--- config.mk ---
export PLATFORM = sky130hd
export DESIGN_NAME = imm_extend_pipe
export DESIGN_NICKNAME = d
export VERILOG_FILES = /design/src/rtl/imm_extend_pipe_pkg.sv /design/src/rtl/imm_ext_core.sv /design/src/rtl/imm_extend_pipe.sv
export SDC_FILE = /design/constraint.sdc
export NUM_CORES = 1
export LEC_CHECK = 0
export ABC_AREA = 1
export BUFFER_PORTS_ARGS = -buffer_cell sky130_fd_sc_hd__buf_2
export CORE_UTILIZATION = 35
export DETAILED_ROUTE_END_ITERATION = 6
export GPL_ROUTABILITY_DRIVEN = 0
export HOLD_SLACK_MARGIN = 0.02
export PLACE_DENSITY_LB_ADDON = 0.2
export SLEW_MARGIN = 10
export SYNTH_ARGS = -nofsm -noshare
export SYNTH_HDL_FRONTEND = slang
export SYNTH_SLANG_ARGS = --single-unit
--- constraint.sdc ---
create_clock -name clk -period 1.4 [get_ports clk]
set_clock_uncertainty 0.15 [all_clocks]
set_input_delay 0.21 -clock clk [delete_from_list [all_inputs] [get_ports clk]]
set_output_delay 0.21 -clock clk [all_outputs]
set_load 0.05 [all_outputs]
--- src/rtl/imm_extend_pipe_pkg.sv ---
// Shared immediate-extension constants: mode encodings reused by decoder,
// control unit and the immediate generator.
package imm_extend_pipe_pkg;

  localparam int unsigned MODE_W = 2;

  typedef enum logic [MODE_W-1:0] {
    MODE_SIGN   = 2'b00,
    MODE_ZERO   = 2'b01,
    MODE_UPPER  = 2'b10,
    MODE_BRANCH = 2'b11
  } imm_mode_e;

endpackage : imm_extend_pipe_pkg

--- src/rtl/imm_ext_core.sv ---
// Combinational immediate extender: (imm, mode) -> OUT_W-bit value.
module imm_ext_core
  import imm_extend_pipe_pkg::*;
#(
  parameter int unsigned IN_W  = 16,
  parameter int unsigned OUT_W = 32
) (
  input  logic [IN_W-1:0]   i_imm,
  input  logic [MODE_W-1:0] i_mode,
  output logic [OUT_W-1:0]  o_ext
);

  logic [OUT_W-1:0] w_sign;
  logic [OUT_W-1:0] w_zero;
  logic [OUT_W-1:0] w_upper;
  logic [OUT_W-1:0] w_branch;

  assign w_sign   = {{(OUT_W-IN_W){i_imm[IN_W-1]}}, i_imm};
  assign w_zero   = {{(OUT_W-IN_W){1'b0}}, i_imm};
  assign w_upper  = OUT_W'({i_imm, {IN_W{1'b0}}});
  // Branch offset is a word offset: sign-extend, then scale by 4.
  assign w_branch = {w_sign[OUT_W-3:0], 2'b00};

  always_comb begin
    o_ext = w_sign;
    case (i_mode)
      MODE_SIGN:   o_ext = w_sign;
      MODE_ZERO:   o_ext = w_zero;
      MODE_UPPER:  o_ext = w_upper;
      MODE_BRANCH: o_ext = w_branch;
      default:     o_ext = w_sign;
    endcase
  end

endmodule : imm_ext_core

--- src/rtl/imm_extend_pipe.sv ---
// Registered immediate generator: extender followed by a valid/ready
// output register with a one-entry skid buffer.
module imm_extend_pipe
  import imm_extend_pipe_pkg::*;
#(
  parameter int unsigned IN_W  = 16,
  parameter int unsigned OUT_W = 32,
  parameter int unsigned TAG_W = 5
) (
  input  logic              clk,
  input  logic              reset,
  input  logic              in_valid,
  output logic              in_ready,
  input  logic [IN_W-1:0]   in_imm,
  input  logic [MODE_W-1:0] in_mode,
  input  logic [TAG_W-1:0]  in_tag,
  output logic              out_valid,
  input  logic              out_ready,
  output logic [OUT_W-1:0]  out_data,
  output logic [TAG_W-1:0]  out_tag
);

  if (OUT_W < 2*IN_W) begin : g_bad_width
    $error("imm_extend_pipe: OUT_W must be at least 2*IN_W");
  end

  logic [OUT_W-1:0] w_ext;
  logic             w_in_fire;
  logic             w_out_free;

  logic             r_out_valid;
  logic [OUT_W-1:0] r_out_data;
  logic [TAG_W-1:0] r_out_tag;
  logic             r_skid_valid;
  logic [OUT_W-1:0] r_skid_data;
  logic [TAG_W-1:0] r_skid_tag;

  imm_ext_core #(
    .IN_W  (IN_W),
    .OUT_W (OUT_W)
  ) u_core (
    .i_imm  (in_imm),
    .i_mode (in_mode),
    .o_ext  (w_ext)
  );

  // Ready comes from registered state only, so out_ready never reaches in_ready.
  assign in_ready   = ~r_skid_valid & ~reset;
  assign w_in_fire  = in_valid & in_ready;
  assign w_out_free = ~r_out_valid | out_ready;

  always_ff @(posedge clk) begin
    if (reset) begin
      r_out_valid  <= 1'b0;
      r_out_data   <= '0;
      r_out_tag    <= '0;
      r_skid_valid <= 1'b0;
      r_skid_data  <= '0;
      r_skid_tag   <= '0;
    end else if (w_out_free) begin
      if (r_skid_valid) begin
        r_out_valid  <= 1'b1;
        r_out_data   <= r_skid_data;
        r_out_tag    <= r_skid_tag;
        r_skid_valid <= 1'b0;
      end else if (w_in_fire) begin
        r_out_valid <= 1'b1;
        r_out_data  <= w_ext;
        r_out_tag   <= in_tag;
      end else begin
        r_out_valid <= 1'b0;
      end
    end else if (w_in_fire) begin
      r_skid_valid <= 1'b1;
      r_skid_data  <= w_ext;
      r_skid_tag   <= in_tag;
    end
  end

  assign out_valid = r_out_valid;
  assign out_data  = r_out_data;
  assign out_tag   = r_out_tag;

endmodule : imm_extend_pipe
After elaboration in Yosys (flattened, before gate mapping). Cells that the tools add are included.

Add/subtract/negate cells: 0. $mul: 0. Div/mod/pow operators: 0. $lt $le $gt $ge: 0. Equality and inequality tests: 3. Shift-type cells: 0. Multiplexer cells: 7. Bitwise gates (word level): 7. Reductions and logical operators: 5.

Operators with widths (number): one-hot mux 32 bit (4 select lines) (1); two-way mux 32 bit (2); two-way mux 5 bit (2); equality test 2 bit (second input constant) (2); inverter 1 bit (4); AND reduction 2 bit (2); bitwise AND 1 bit (2); equality test 2 x 1 -> 1 bit (second input constant) (1); zero test 2 bit (1); two-way mux 1 bit (2); nonzero test 2 bit (1); OR reduction 2 bit (1); OR 1 bit (1).

Flip-flop bits (word level): 76. Latch bits: 0. RAM bits: 0. Bits in read-only memories: 0. Input bits: 27. Output and inout port bits: 39. Logic and storage cells: 28. Memories: 0.

Logic depth before layout (Yosys ltp).
Word-level depth: 5. Mapped depth: 8. Gate-level depth less buffers: 7.

Modules after synthesis. A second synthesis with hierarchy kept.

Cell total of the unflattened synthesis: 693. Area, all modules: 4125.2 µm².

Modules (own cells, without submodules): imm_extend_pipe (instances 1, cells an instance 604, area an instance 3621.0 µm², sequential area each 1521.5 µm²); imm_ext_core (instances 1, cells an instance 89, area an instance 504.2 µm², sequential area each 0.0 µm²).

Least setup slack after synthesis. Ideal clock, no wire load.

Path type: flip-flop to flip-flop. From: reg r_out_valid (netlist: out_valid). To: reg r_skid_data[1]. Setup time: 116 ps. Arrival: 1391 ps. Required time: 1134 ps. Slack: -256 ps. Stages on the path, launching flop included: 8. Path buffers: 2. Clock period less this slack: 1656 ps. Path through: dfxtp_1 inv_1 nor2_2 nand3_2 buf_6 buf_6 a21oi_1 nor2_1.

Word-level cells in the longest chain between the ends: 4.

Ends and longest elaborated chain: start: declaration (line imm_extend_pipe.sv:31) `logic r_out_valid;`; start signal: assignment (line imm_extend_pipe.sv:54) `r_out_valid <= 1'b0;`; start signal: assignment (line imm_extend_pipe.sv:62) `r_out_valid <= 1'b1;`; start signal: assignment (line imm_extend_pipe.sv:67) `r_out_valid <= 1'b1;`; inverter 1 bit (line imm_extend_pipe.sv:50) `assign w_out_free = ~r_out_valid | out_ready;`; OR 1 bit (line imm_extend_pipe.sv:50); inverter 1 bit (no source line); AND reduction 2 bit (no source line); end signal: assignment (line imm_extend_pipe.sv:75) `r_skid_data <= w_ext;`; end: declaration (line imm_extend_pipe.sv:35) `logic [OUT_W-1:0] r_skid_data;`.

No other way between the ends. A chain may end at the register's enable or synchronous reset.

Final worst setup path.
From: reg r_skid_valid. To: out in_ready.

Word-level cells in the longest chain between the ends: 2.

Ends and longest elaborated chain: start: declaration (line imm_extend_pipe.sv:34) `logic r_skid_valid;`; start signal: assignment (line imm_extend_pipe.sv:57) `r_skid_valid <= 1'b0;`; start signal: assignment (line imm_extend_pipe.sv:65) `r_skid_valid <= 1'b0;`; start signal: assignment (line imm_extend_pipe.sv:74) `r_skid_valid <= 1'b1;`; inverter 1 bit (line imm_extend_pipe.sv:48) `assign in_ready = ~r_skid_valid & ~reset;`; bitwise AND 1 bit (line imm_extend_pipe.sv:48); end: declaration (line imm_extend_pipe.sv:13) `output logic in_ready,`.

No other way between the ends.

==> metrics.md <==
| Metric | Value |
|---|---|
| Critical path required time | 1.04 ns |
| Placed Cells | about 750 |
| Avg Inst Size Synth | 6.690 um2 |
| Max frequency | 0.7105 GHz |
| Tot Pwr | 0.005269 W |
| Diodes inserted | 0 |
| Ports | 66 |
| Tcrit/Tclk final | 100.5% |
| Leak pwr | 2.187 nW |
| Violated checks | negative setup slack |
| Initial core utilization | 36.26% |
| R2R Setup Slk | ~0.04 ns |
| Post-Layout Cell Count | 775 |
| Area growth syn-to-layout | 27.45% |
| Worst R2R Start | out_valid |
| Worst hold start | in_imm[13] |
| Post-route ant nets | 0 |
| Total GRT Usage | 19.36% |
| Worst Tran Pin Value | 0.4022 ns |
| Gate Count Post-Synth | about 560 |
| Largest net degree at the start of global routing | 43 |
| Initial antenna violation count | 0 |
| Htree depth | 3 |
| Pre-antenna DRT Iters | 4 |
| Vias | 3773 |
| Die Ht | 105.6 um |
| Min Tclk post-route | 1.408 ns |
| RSZ-0062 raised after global routing | yes |
| Syn nets | 589 |
| Setup TNS | -0.007516 ns |
| Finished layout cell area | ~4800 um2 |
| Peak VDD IR | about 640 uV |
| CP max-delay cell | dfxtp_4 |
| FF-to-FF End | r_skid_data[0] |
| Vias in the first global route | ~3600 |
| Share of layout cells above drive strength 1 | 21.60% |
| Post-DP Area | about 4300 um2 |
| Clk buf depth | 2 |
| CTS tree | built |
| Mapped Area | 3760 um2 |
| Register bit total from synthesis | 76 |
| Startpoint type of the worst setup path | flip-flop |
| WP data arrival | 1.05 ns |
| Detailed placer's ending HPWL | 7035 um |
| Drt via density | 4.868 |
| Final hold vios | 0 |
| WHS Endpoint | r_skid_data[13] |
| Crit Path Class | flip-flop to output port |
| CP Capture Type | output port |
| Final worst slack | -0.007516 ns |
| Setup violators final | 1 |
| DR DRC count | 0 |
| Clk slew on worst S/H paths | 0.08 ns |
| Initial DRC count | about 130 |
| Hold Path Depth | 5 |
| Rel. slew slack | about 73% |
| Clock sinks | 76 |
| FF+latch area | around 1500 um2 |
| CP cell instances | nor2_4 -> buf_8 |
| Distinct cells, synth | 25 |
| First-pass GRT wire length | 16990 um |
| Max FO, Critical Path | 5 |
| Die width | 105.6 um |
| Final Max Slew Viols | 0 |
| Outcome | finished with violations |
| Grt ovf | 0 |
| # Max-Cap Violations | 0 |
| Port Buf Inserts | 65 |
| Worst-skew pair later-pin latency | 0.37 ns |
| WL/cell | 13.62 um |
| Fill cells | 1067 |
| Yosys warnings | 0 |
| Pwr dens | roughly 1100 nW/um2 |
| Multi-input logic area | 1929 um2 |
| CTS buffer count | 9 |
| Area of the die | approximately 11000 um2 |
| Final WL | approximately 11000 um |
| Sequential area share after synthesis | ~40% |
| Nets | 661 |
| FF-to-FF path depth | 6 |
| Core area | 10370 um2 |
| CP max stage delay | around 0.37 ns |
| Hold Crit Class | input port to flip-flop |
| Row count | 37 |
| Root Buffer | clkbuf_8 |
==> state kept, by name, summed over array words and instances (netlist names) <==
| signal | flops |
|---|---|
| out_data | 32 |
| out_tag | 5 |
| out_valid | 1 |
| r_skid_data | 32 |
| r_skid_tag | 5 |
| r_skid_valid | 1 |
==> synth_stat cells <==
master    number  area, um2
buf_4          6      45.04
buf_6          9      101.4
a21boi_0       1      7.510
inv_1         19      71.32
nand3_1       76      380.4
o21bai_1      15      112.6
a21oi_2        1      8.760
nand2_2        1      6.260
nand2_1      144      540.5
nor2_4         1      11.26
a21oi_1       48      240.2
dfxtp_1       76       1521
clkbuf_1      11      41.29
nor2_1        99      371.6
o21ai_0       12      60.06
nor3_1         1      5.000
nor2_2         2      12.51
o21ai_1       15      75.07
clkinv_2       1      5.000
nand3_2        1      10.01
buf_2         14      70.07
nand3_4        1      17.52
o21bai_4       1      18.77
buf_1          3      11.26
inv_2          4      15.01
==> metal layers <==
metal  global-route usage (%)  vias to the layer above  wire length [um]
met5                        0                        -                 0
met4                    7.341                        0               142
met3                    3.834                       14               512
met2                    33.01                       77              4991
met1                    23.96                     1725              4912
li1                         -                     1957                 -
==> worst max-delay path, delay by kind of cell, from the launching register on <==
kind	cells	cell delay, ns
flip-flops	1	0.37
AND/OR/NAND/NOR	1	0.14
buffers and inverters	1	0.17
==> where the power goes <==
part | switching, W | internal, W | leakage [nW]
clock network | 0.000871 | 0.00106 | 0.106
logic | 0.000707 | 0.000335 | 1.46
registers | 0.0000449 | 0.00225 | 0.621
total | 0.00162 | 0.00365 | 2.19
==> cells in the final DEF (no fill, tap or decap), types with 14 or more instances in the layout <==
cell,n
nand2_1,144
o21ai_1,17
nor2_1,99
buf_2,64
inv_1,18
dfxtp_1,74
buf_4,14
nand3_1,76
o21bai_1,15
a21oi_1,42
==> per-stage QoR <==
stage / setup slack (ns) / utilization, % / hold slack [ns]
floorplan: -0.1297 / - / 0.2165
global placement: 0.05661 / 41.80 / 0.2981
detailed placement: 0.02729 / 41.80 / 0.3056
CTS: 0.003252 / 44.64 / 0.09862
global route: -0.05261 / 46.21 / 0.1320
finish: -0.007516 / 46.21 / 0.1101
==> kinds of logic after synthesis <==
group	share of synthesized area, %
buffers and inverters	9.584
DFF	40.47
and+or+nand+nor	36.04
AOI/OAI and AO/OA	13.91
==> worst max-delay path by stage <==
stage / start / endpoint / slack (ns) / depth (start not counted)
after floorplan: r_skid_valid / r_skid_data[1] / -0.13 / 7
after global placement: out_valid / out_data[6] / 0.06 / 7
after detailed placement: out_valid / r_skid_data[28] / 0.03 / 7
after CTS: r_skid_valid / in_ready / 0.003 / 2
after global routing: r_skid_valid / in_ready / -0.05 / 2
final: r_skid_valid / in_ready / -0.008 / 2
==> final cells by class <==
class	count	share of cell area [%]
clock buffer	11	2.950
sequential	76	31.91
timing repair buffer	104	17.55
inverter	24	2.037
tap	136	3.551
multi-input combinational	419	40.26
clock inverter	5	1.749
==> repair_timing <==
item	in CTS	in global routing
setup buffers	0	1
resized for setup	3	31
gates cloned	0	3
pin swaps	0	8
hold buffers	6	0
endpoints found under the hold margin	6	0
endpoints found under the setup margin	2	64
(Power assumes the default switching activity.)
